===== config.mk =====
export PLATFORM = sky130hd
export DESIGN_NAME = mem_access_ctrl_flat
export DESIGN_NICKNAME = d
export VERILOG_FILES = /design/src/rtl/mem_access_ctrl_if.sv /design/src/rtl/mem_access_ctrl.sv /design/src/flat_wrapper.sv
export SDC_FILE = /design/constraint.sdc
export NUM_CORES = 1
export LEC_CHECK = 0
export ABC_AREA = 1
export ABC_CLOCK_PERIOD_IN_PS = 3800
export CAP_MARGIN = 15
export CORE_ASPECT_RATIO = 1.2
export CORE_MARGIN = 2
export CORE_UTILIZATION = 50
export CTS_CLUSTER_SIZE = 20
export DETAILED_ROUTE_END_ITERATION = 8
export PLACE_DENSITY_LB_ADDON = 0.08
export RECOVER_POWER = 100
export SLEW_MARGIN = 20
export SYNTH_ARGS = -nofsm -noshare
export SYNTH_HDL_FRONTEND = slang
export SYNTH_SLANG_ARGS = --single-unit

===== constraint.sdc =====
create_clock -name clk -period 3.8 [get_ports clk]
set_clock_uncertainty 0.15 [all_clocks]
set_input_delay 0.76 -clock clk [delete_from_list [all_inputs] [get_ports clk]]
set_output_delay 0.76 -clock clk [all_outputs]
set_load 0.005 [all_outputs]

===== src/rtl/mem_access_ctrl_if.sv =====
// Shared types plus the pipeline-side and bus-side interfaces of the
// memory-stage load/store sequencer.
package mem_access_ctrl_pkg;
    typedef enum logic [1:0] {
        MSIZE1 = 2'd0,
        MSIZE2 = 2'd1,
        MSIZE4 = 2'd2,
        MSIZE8 = 2'd3
    } msize_t;

    typedef enum logic [1:0] {
        IDLE  = 2'd0,
        BEAT0 = 2'd1,
        BEAT1 = 2'd2,
        RESP  = 2'd3
    } state_t;
endpackage

// Handshakes: a request transfers on the rising edge where req_valid && req_ready;
// resp_valid is a one-cycle pulse with no back-pressure. A bus beat holds all
// dreq_* stable while dreq_valid is high and completes on the edge where dresp_ok is high.
interface mem_req_if;
    logic                        req_valid;
    logic                        req_ready;
    logic [63:0]                 req_addr;
    logic                        req_write;
    mem_access_ctrl_pkg::msize_t req_msize;
    logic                        req_unsigned;
    logic [63:0]                 req_wdata;
    logic                        resp_valid;
    logic [63:0]                 resp_rdata;
    logic                        resp_misalign;

    modport master (
        output req_valid, req_addr, req_write, req_msize, req_unsigned, req_wdata,
        input  req_ready, resp_valid, resp_rdata, resp_misalign
    );
    modport slave (
        input  req_valid, req_addr, req_write, req_msize, req_unsigned, req_wdata,
        output req_ready, resp_valid, resp_rdata, resp_misalign
    );
endinterface

interface mem_bus_if;
    logic        dreq_valid;
    logic [63:0] dreq_addr;
    logic        dreq_write;
    logic [7:0]  dreq_strobe;
    logic [63:0] dreq_data;
    logic        dresp_ok;
    logic [63:0] dresp_data;

    modport master (
        output dreq_valid, dreq_addr, dreq_write, dreq_strobe, dreq_data,
        input  dresp_ok, dresp_data
    );
    modport slave (
        input  dreq_valid, dreq_addr, dreq_write, dreq_strobe, dreq_data,
        output dresp_ok, dresp_data
    );
endinterface


===== src/rtl/mem_access_ctrl.sv =====
// Memory-stage load/store sequencer: turns one pipeline access into one or two
// aligned 8-byte bus beats and returns a single extended load result.
module mem_access_ctrl
    import mem_access_ctrl_pkg::*;
#(
    parameter bit ALLOW_MISALIGNED = 1'b1
) (
    input  logic      clk,
    input  logic      resetn,
    mem_req_if.slave  req,
    mem_bus_if.master bus,
    output state_t    state_dbg
);

    state_t       state_q, state_d;
    logic [60:0]  base_q;
    logic [2:0]   off_q;
    msize_t       size_q;
    logic         write_q;
    logic         unsigned_q;
    logic         cross_q;
    logic         misalign_q;
    logic [15:0]  strobe_q;
    logic [127:0] wvec_q;
    logic [63:0]  lo_q;
    logic [63:0]  hi_q;

    logic [2:0]   off_in;
    logic [3:0]   nbytes_in;
    logic         cross_in;
    logic [15:0]  strobe_in;
    logic [127:0] wvec_in;
    logic         accept;
    logic [63:0]  field;
    logic         sext;
    logic [63:0]  load_val;

    // Strobe and write data are laid out over a 16-byte window so a split
    // access just takes the upper half on the second beat.
    always_comb begin
        off_in    = req.req_addr[2:0];
        nbytes_in = 4'd1;
        case (req.req_msize)
            MSIZE1:  nbytes_in = 4'd1;
            MSIZE2:  nbytes_in = 4'd2;
            MSIZE4:  nbytes_in = 4'd4;
            MSIZE8:  nbytes_in = 4'd8;
            default: nbytes_in = 4'd1;
        endcase
        strobe_in = ((16'd1 << nbytes_in) - 16'd1) << off_in;
        wvec_in   = {64'd0, req.req_wdata} << {off_in, 3'b000};
        cross_in  = ({1'b0, off_in} + nbytes_in) > 4'd8;
    end

    assign accept = (state_q == IDLE) && req.req_valid;

    always_ff @(posedge clk or negedge resetn) begin
        if (!resetn) begin
            state_q <= IDLE;
        end else begin
            state_q <= state_d;
        end
    end

    always_comb begin
        state_d = state_q;
        case (state_q)
            IDLE: begin
                if (req.req_valid) begin
                    state_d = (cross_in && !ALLOW_MISALIGNED) ? RESP : BEAT0;
                end
            end
            BEAT0: begin
                if (bus.dresp_ok) begin
                    state_d = cross_q ? BEAT1 : RESP;
                end
            end
            BEAT1: begin
                if (bus.dresp_ok) begin
                    state_d = RESP;
                end
            end
            RESP:    state_d = IDLE;
            default: state_d = IDLE;
        endcase
    end

    always_ff @(posedge clk or negedge resetn) begin
        if (!resetn) begin
            base_q     <= '0;
            off_q      <= '0;
            size_q     <= MSIZE1;
            write_q    <= 1'b0;
            unsigned_q <= 1'b0;
            cross_q    <= 1'b0;
            misalign_q <= 1'b0;
            strobe_q   <= '0;
            wvec_q     <= '0;
            lo_q       <= '0;
            hi_q       <= '0;
        end else begin
            if (accept) begin
                base_q     <= req.req_addr[63:3];
                off_q      <= off_in;
                size_q     <= req.req_msize;
                write_q    <= req.req_write;
                unsigned_q <= req.req_unsigned;
                cross_q    <= cross_in;
                misalign_q <= cross_in && !ALLOW_MISALIGNED;
                strobe_q   <= strobe_in;
                wvec_q     <= wvec_in;
                lo_q       <= '0;
                hi_q       <= '0;
            end
            if ((state_q == BEAT0) && bus.dresp_ok && !write_q) begin
                lo_q <= bus.dresp_data;
            end
            if ((state_q == BEAT1) && bus.dresp_ok && !write_q) begin
                hi_q <= bus.dresp_data;
            end
        end
    end

    // The addressed field starts at byte off of the merged beats; hi stays zero
    // for single-beat loads and is truncated away anyway.
    always_comb begin
        field    = 64'({hi_q, lo_q} >> {off_q, 3'b000});
        sext     = !unsigned_q;
        load_val = field;
        case (size_q)
            MSIZE1:  load_val = {{56{sext & field[7]}},  field[7:0]};
            MSIZE2:  load_val = {{48{sext & field[15]}}, field[15:0]};
            MSIZE4:  load_val = {{32{sext & field[31]}}, field[31:0]};
            default: load_val = field;
        endcase
    end

    always_comb begin
        req.req_ready     = (state_q == IDLE);
        req.resp_valid    = (state_q == RESP);
        req.resp_misalign = (state_q == RESP) && misalign_q;
        req.resp_rdata    = ((state_q == RESP) && !write_q && !misalign_q) ? load_val : 64'd0;

        bus.dreq_valid  = 1'b0;
        bus.dreq_addr   = 64'd0;
        bus.dreq_write  = 1'b0;
        bus.dreq_strobe = 8'd0;
        bus.dreq_data   = 64'd0;
        case (state_q)
            BEAT0: begin
                bus.dreq_valid  = 1'b1;
                bus.dreq_addr   = {base_q, 3'b000};
                bus.dreq_write  = write_q;
                bus.dreq_strobe = strobe_q[7:0];
                bus.dreq_data   = wvec_q[63:0];
            end
            BEAT1: begin
                bus.dreq_valid  = 1'b1;
                bus.dreq_addr   = {base_q + 61'd1, 3'b000};
                bus.dreq_write  = write_q;
                bus.dreq_strobe = strobe_q[15:8];
                bus.dreq_data   = wvec_q[127:64];
            end
            default: begin
            end
        endcase
    end

    assign state_dbg = state_q;

endmodule


===== src/flat_wrapper.sv =====
// flat-port wrapper written by rule: the top's interface ports become plain ports
module mem_access_ctrl_flat import mem_access_ctrl_pkg::*;
#(
    parameter bit ALLOW_MISALIGNED = 1'b1
)
  (clk, resetn, state_dbg, req_req_valid, req_req_addr, req_req_write, req_req_msize, req_req_unsigned, req_req_wdata, req_req_ready, req_resp_valid, req_resp_rdata, req_resp_misalign, bus_dreq_valid, bus_dreq_addr, bus_dreq_write, bus_dreq_strobe, bus_dreq_data, bus_dresp_ok, bus_dresp_data);
  mem_req_if req_i ();
  mem_bus_if bus_i ();
  input  logic clk;
  input  logic resetn;
  output state_t state_dbg;
  input wire logic [$bits(req_i.req_valid)-1:0] req_req_valid;
  input wire logic [$bits(req_i.req_addr)-1:0] req_req_addr;
  input wire logic [$bits(req_i.req_write)-1:0] req_req_write;
  input wire logic [$bits(req_i.req_msize)-1:0] req_req_msize;
  input wire logic [$bits(req_i.req_unsigned)-1:0] req_req_unsigned;
  input wire logic [$bits(req_i.req_wdata)-1:0] req_req_wdata;
  output wire logic [$bits(req_i.req_ready)-1:0] req_req_ready;
  output wire logic [$bits(req_i.resp_valid)-1:0] req_resp_valid;
  output wire logic [$bits(req_i.resp_rdata)-1:0] req_resp_rdata;
  output wire logic [$bits(req_i.resp_misalign)-1:0] req_resp_misalign;
  output wire logic [$bits(bus_i.dreq_valid)-1:0] bus_dreq_valid;
  output wire logic [$bits(bus_i.dreq_addr)-1:0] bus_dreq_addr;
  output wire logic [$bits(bus_i.dreq_write)-1:0] bus_dreq_write;
  output wire logic [$bits(bus_i.dreq_strobe)-1:0] bus_dreq_strobe;
  output wire logic [$bits(bus_i.dreq_data)-1:0] bus_dreq_data;
  input wire logic [$bits(bus_i.dresp_ok)-1:0] bus_dresp_ok;
  input wire logic [$bits(bus_i.dresp_data)-1:0] bus_dresp_data;
  assign req_i.req_valid = req_req_valid;
  assign req_i.req_addr = req_req_addr;
  assign req_i.req_write = req_req_write;
  assign req_i.req_msize = req_req_msize;
  assign req_i.req_unsigned = req_req_unsigned;
  assign req_i.req_wdata = req_req_wdata;
  assign req_req_ready = req_i.req_ready;
  assign req_resp_valid = req_i.resp_valid;
  assign req_resp_rdata = req_i.resp_rdata;
  assign req_resp_misalign = req_i.resp_misalign;
  assign bus_dreq_valid = bus_i.dreq_valid;
  assign bus_dreq_addr = bus_i.dreq_addr;
  assign bus_dreq_write = bus_i.dreq_write;
  assign bus_dreq_strobe = bus_i.dreq_strobe;
  assign bus_dreq_data = bus_i.dreq_data;
  assign bus_i.dresp_ok = bus_dresp_ok;
  assign bus_i.dresp_data = bus_dresp_data;
  mem_access_ctrl #(.ALLOW_MISALIGNED(ALLOW_MISALIGNED)) u_core (.clk(clk), .resetn(resetn), .req(req_i), .bus(bus_i), .state_dbg(state_dbg));
endmodule

==> metrics.md <==
| Metric | Value |
|---|---|
| Power share of the clock group | `17.9%` |
| CP required | `2.89 ns` |
| Yosys reg bits | `327` |
| Area share of the largest cell type after synthesis | `38.5%` |
| First-pass GRT wire length | `136,000 um` |
| Maximum clock insertion buffer count | `3` |
| Most instantiated flip-flop cell in the synthesis netlist | `sky130_fd_sc_hd__dfrtp_1` |
| Core Box Area | `41,900 um^2` |
| Part of the Yosys area used for sequential elements | `38.5%` |
| Area enclosed by the die boundary | `44,100 um^2` |
| Count leader, synth | `sky130_fd_sc_hd__nand2_1` |
| Most frequent cells after synthesis | `993 x sky130_fd_sc_hd__nand2_1, 377 x sky130_fd_sc_hd__o21ai_0, 331 x sky130_fd_sc_hd__inv_1` |
| Worst-Margin Slew | `2.21 ns` |
| Clock buffer count from CTS | `37` |
| Share of async-settable or async-resettable flops after synthesis | `100%` |
| Max stage delay on crit path | `0.55 ns` |
| Number of instances on the worst hold path | `2` |
| Violated checks | `max-capacitance violations, max-slew violations, negative setup slack` |
| Clock period minus worst slack | `3.81 ns` |
| Crit. End Element | `primary output` |
| Drt first pass iters | `9` |
| Via count of the first global-routing pass | `23,600` |
| Worst relative slew slack | `-47.2%` |
| Post-synth EDFFs | `0` |
| Data arrival time of the critical path | `2.90 ns` |
| Buffer cell driving the clock tree root | `sky130_fd_sc_hd__clkbuf_16` |
| Vias per Instance | `6.00` |
| GPL Wtd Cong | `1.03` |
| Cell types occupying the most area after synthesis | `sky130_fd_sc_hd__dfrtp_1 39%, sky130_fd_sc_hd__nand2_1 18%, sky130_fd_sc_hd__o21ai_0 8.9%` |
| Cell at the slowest stage of the critical path | `sky130_fd_sc_hd__dfrtp_4` |
| Switching share of total power | `47.2%` |
| Start of the worst register-to-register path | `u_core.state_dbg[0]$_DFFE_PN0P_` |
| Number of design-rule violations left by the first detailed-router iteration | `2,755` |
| Cell internal power dissipation | `11,700 uW` |
| Worst setup margin | `-0.00526 ns` |
| Total DRC errors in the routed layout | `0` |
| Count of endpoints failing setup in the final report | `2` |
| Path class of the lowest-slack min-delay path | `flip-flop to flip-flop` |
| Post-detailed-route wirelength per cell | `22.3 um` |
| HPWL Detailed | `63,900 um` |
| Syn-to-layout area delta | `31.4%` |
| PD cells | `794 nW/um^2` |
| # hold bufs at CTS | `0` |
| RSZ-0062 raised after global routing | `yes` |
| Max-cap viol count | `2` |
| Global route total overflow | `0` |
| Maximum fanout count along the critical path | `8` |
| Relative contribution of combinational cells to total power | `54.1%` |
| Post-synthesis cell count | `3,130` |
| Endpoint of the most critical register-to-register path | `u_core.wvec_q[52]$_DFFE_PN0P_` |
| Hold Startpoint | `u_core.wvec_q[8]$_DFFE_PN0P_` |
| WS Path Type | `flip-flop to primary output` |
| Detailed-route via count | `24,300` |
| Net switching component of the power | `10,500 uW` |
| Final period utilization | `100%` |
| Worst vdd ir | `0.506 mV` |
| End point of the most critical hold path | `u_core.wvec_q[8]$_DFFE_PN0P_` |
| PnR Total Power | `22,100 uW` |
| Number of sinks driven by the clock tree | `327` |
| Post-CTS clock slew at the launch and capture registers of the worst setup and hold paths | `0.06 ns` |
| Synth Area per Inst | `6.78 um^2` |
| Synth cell types | `55` |
| Starting Density | `50.7%` |
| Summed instance area of the synthesized netlist | `21,200 um^2` |
| Skew-Pair Late Insertion Delay | `0.57 ns` |
| Nets | `3,687` |
| Total GRT Usage | `40.2%` |
| Kind of start point of the critical path | `flip-flop` |
| Maximum number of pins on one net before global-route repair | `164` |
| Final Hold Fails | `0` |
| Most area-hungry cell type in the Yosys netlist | `sky130_fd_sc_hd__dfrtp_1` |
| Site Rows | `82` |
| Fraction of final layout cells with drive strength greater than 1 | `10.3%` |
| Final Max Slew Viols | `254` |
| Width of the die | `192 um` |
| Maximum clock frequency | `263 MHz` |
| Result of the run | `finished, violations left` |
| Yosys warning total | `0` |
| Total of buffers placed on input and output ports | `402` |
| Clock tree from TritonCTS | `done` |
| Setup slack, reg-to-reg | `0.08 ns` |
| Share of the core filled with cells | `66.7%` |
| Share of power burned in registers | `28.0%` |
| Final antenna-violating net count | `0` |
| Number of top-level pins | `407` |
| Chip Height | `230 um` |
| Critical path cell sequence | `buf_6, buf_4, nand2_1, nand3_2, nand3_2, nand2_2, nand2_2, nand2_4, buf_8, clkinvlp_4, nand3_1, nand2_1, inv_1, clkdlybuf4s50_1` |
| Initial antenna violation count | `6` |
| Max H-tree Level | `2` |
| Depth of the worst register-to-register path | `6` |
| Leakage power total | `0.0131 uW` |
| Aggregate routed wire length | `90,400 um` |
-- layout by cell type (no fill, tap or decap), types with 6 or more instances in the layout --
cell	n
sky130_fd_sc_hd__nand3_1	156
sky130_fd_sc_hd__nand2_1	980
sky130_fd_sc_hd__nand2_2	18
sky130_fd_sc_hd__nor2_1	135
sky130_fd_sc_hd__buf_6	7
sky130_fd_sc_hd__or2_2	7
sky130_fd_sc_hd__clkinv_2	13
sky130_fd_sc_hd__nor2_2	24
sky130_fd_sc_hd__o21ai_0	351
sky130_fd_sc_hd__clkdlybuf4s50_1	343
sky130_fd_sc_hd__buf_4	81
sky130_fd_sc_hd__dfrtp_1	309
sky130_fd_sc_hd__dfrtp_2	17
sky130_fd_sc_hd__nor3_1	12
sky130_fd_sc_hd__a21oi_2	34
sky130_fd_sc_hd__dlygate4sd2_1	22
sky130_fd_sc_hd__clkbuf_2	6
sky130_fd_sc_hd__o211ai_1	18
sky130_fd_sc_hd__dlymetal6s2s_1	24
sky130_fd_sc_hd__nand4_1	14
sky130_fd_sc_hd__inv_1	324
sky130_fd_sc_hd__a31oi_1	15
sky130_fd_sc_hd__o221ai_1	57
sky130_fd_sc_hd__nor2_4	18
sky130_fd_sc_hd__dlygate4sd3_1	9
sky130_fd_sc_hd__clkbuf_8	6
sky130_fd_sc_hd__mux2i_1	22
sky130_fd_sc_hd__a22oi_1	7
sky130_fd_sc_hd__buf_12	11
sky130_fd_sc_hd__o21ai_2	7
sky130_fd_sc_hd__bufinv_16	6
sky130_fd_sc_hd__o22ai_1	87
sky130_fd_sc_hd__clkbuf_16	41
sky130_fd_sc_hd__a21oi_1	146
sky130_fd_sc_hd__nand3_2	16
sky130_fd_sc_hd__o21ai_1	71
-- cell families (layout without fill, tap and decap cells) --
logic type                 Yosys count  in the layout  synth area share (%)
DFF                                327            327                  38.5
other                                1              7                0.0177
muxes                               24             24                  1.13
AOI/OAI and AO/OA                  818            819                  21.7
adders and majority gates            9              9                 0.566
buffers and inverters              551            923                  10.9
and+or+nand+nor                   1399           1399                  27.1
xor gates and xnor gates             1              1                0.0413
-- state kept, by name, summed over array words and instances, names as in the netlist --
name	flops
u_core.wvec_q	120
u_core.strobe_q	16
u_core.off_q	3
u_core.cross_q	1
u_core.write_q	1
u_core.size_q	2
u_core.hi_q	56
u_core.state_dbg	2
u_core.unsigned_q	1
u_core.base_q	61
u_core.lo_q	64
-- area by class of cell --
class / instances / area, um^2
fillers: 3614 / 13900
multi-input cells: 2256 / 11200
flip-flops and latches: 327 / 8210
repair buffers: 518 / 5170
inverters: 338 / 1290
clock buffers: 48 / 1050
well taps: 546 / 683
clock inverters: 19 / 265
diodes: 3 / 7.51
-- through the flow --
| stage | area (um^2) | hold WS (ns) | setup TNS, ns | setup slack, ns | std cells |
|---|---|---|---|---|---|
| 3_5_place_dp | 25600 | 0.317 | 0 | 0.257 | 3933 |
| 5_1_grt | 27900 | 0.350 | -6.23 | -0.102 | 4054 |
| 6_report | 27900 | 0.335 | -0.00589 | -0.00526 | 4055 |
| 3_3_place_gp | 25600 | 0.315 | 0 | 0.334 | 3933 |
| 4_1_cts | 27400 | 0.0893 | -0.0104 | -0.00524 | 4027 |
| 2_1_floorplan | 21200 | 0.299 | 0 | 1.24 | 3133 |
-- layer usage --
metal  GRT usage (%)  wire (um)  vias to the layer above
li1                -          -                    11000
met5               0         41                        -
met3            5.91       7600                      365
met2            65.2      42500                     1432
met4            30.0       8000                        6
met1            48.1      32300                    11500
-- power groups by stage --
stage	registers [uW]	logic, uW	clock network [uW]
detailed placement	6160	10800	0
global placement	6110	10600	0
floorplan	5670	6610	0
global route	6310	12900	4100
finish	6210	12000	3960
CTS	6110	11300	3960
-- timing repair --
action / 4_1_cts / 5_1_grt
pin swaps: 14 / 14
endpoints found under the hold margin: 0 / 0
setup buffers: 25 / 22
gates cloned: 2 / 3
gates resized for setup: 87 / 134
endpoints found under the setup margin: 123 / 107
-- critical path, delay by kind of cell (launching register included) --
kind	cells	cell delay [ns]
buf+inv	6	1.15
flops	1	0.55
simple gates	8	0.64
-- worst max path at each step --
stage,depth (start not counted),startpoint,endpoint
floorplan,6,u_core.state_dbg[1]$_DFFE_PN0P_,bus_dreq_addr[14]
global placement,8,u_core.off_q[0]$_DFFE_PN0P_,req_resp_rdata[9]
detailed placement,10,u_core.off_q[0]$_DFFE_PN0P_,req_resp_rdata[54]
CTS,13,u_core.off_q[0]$_DFFE_PN0P_,req_resp_rdata[50]
global route,13,u_core.off_q[0]$_DFFE_PN0P_,req_resp_rdata[16]
finish,14,u_core.off_q[0]$_DFFE_PN0P_,req_resp_rdata[46]
Power figures use the tool's default switching activity.
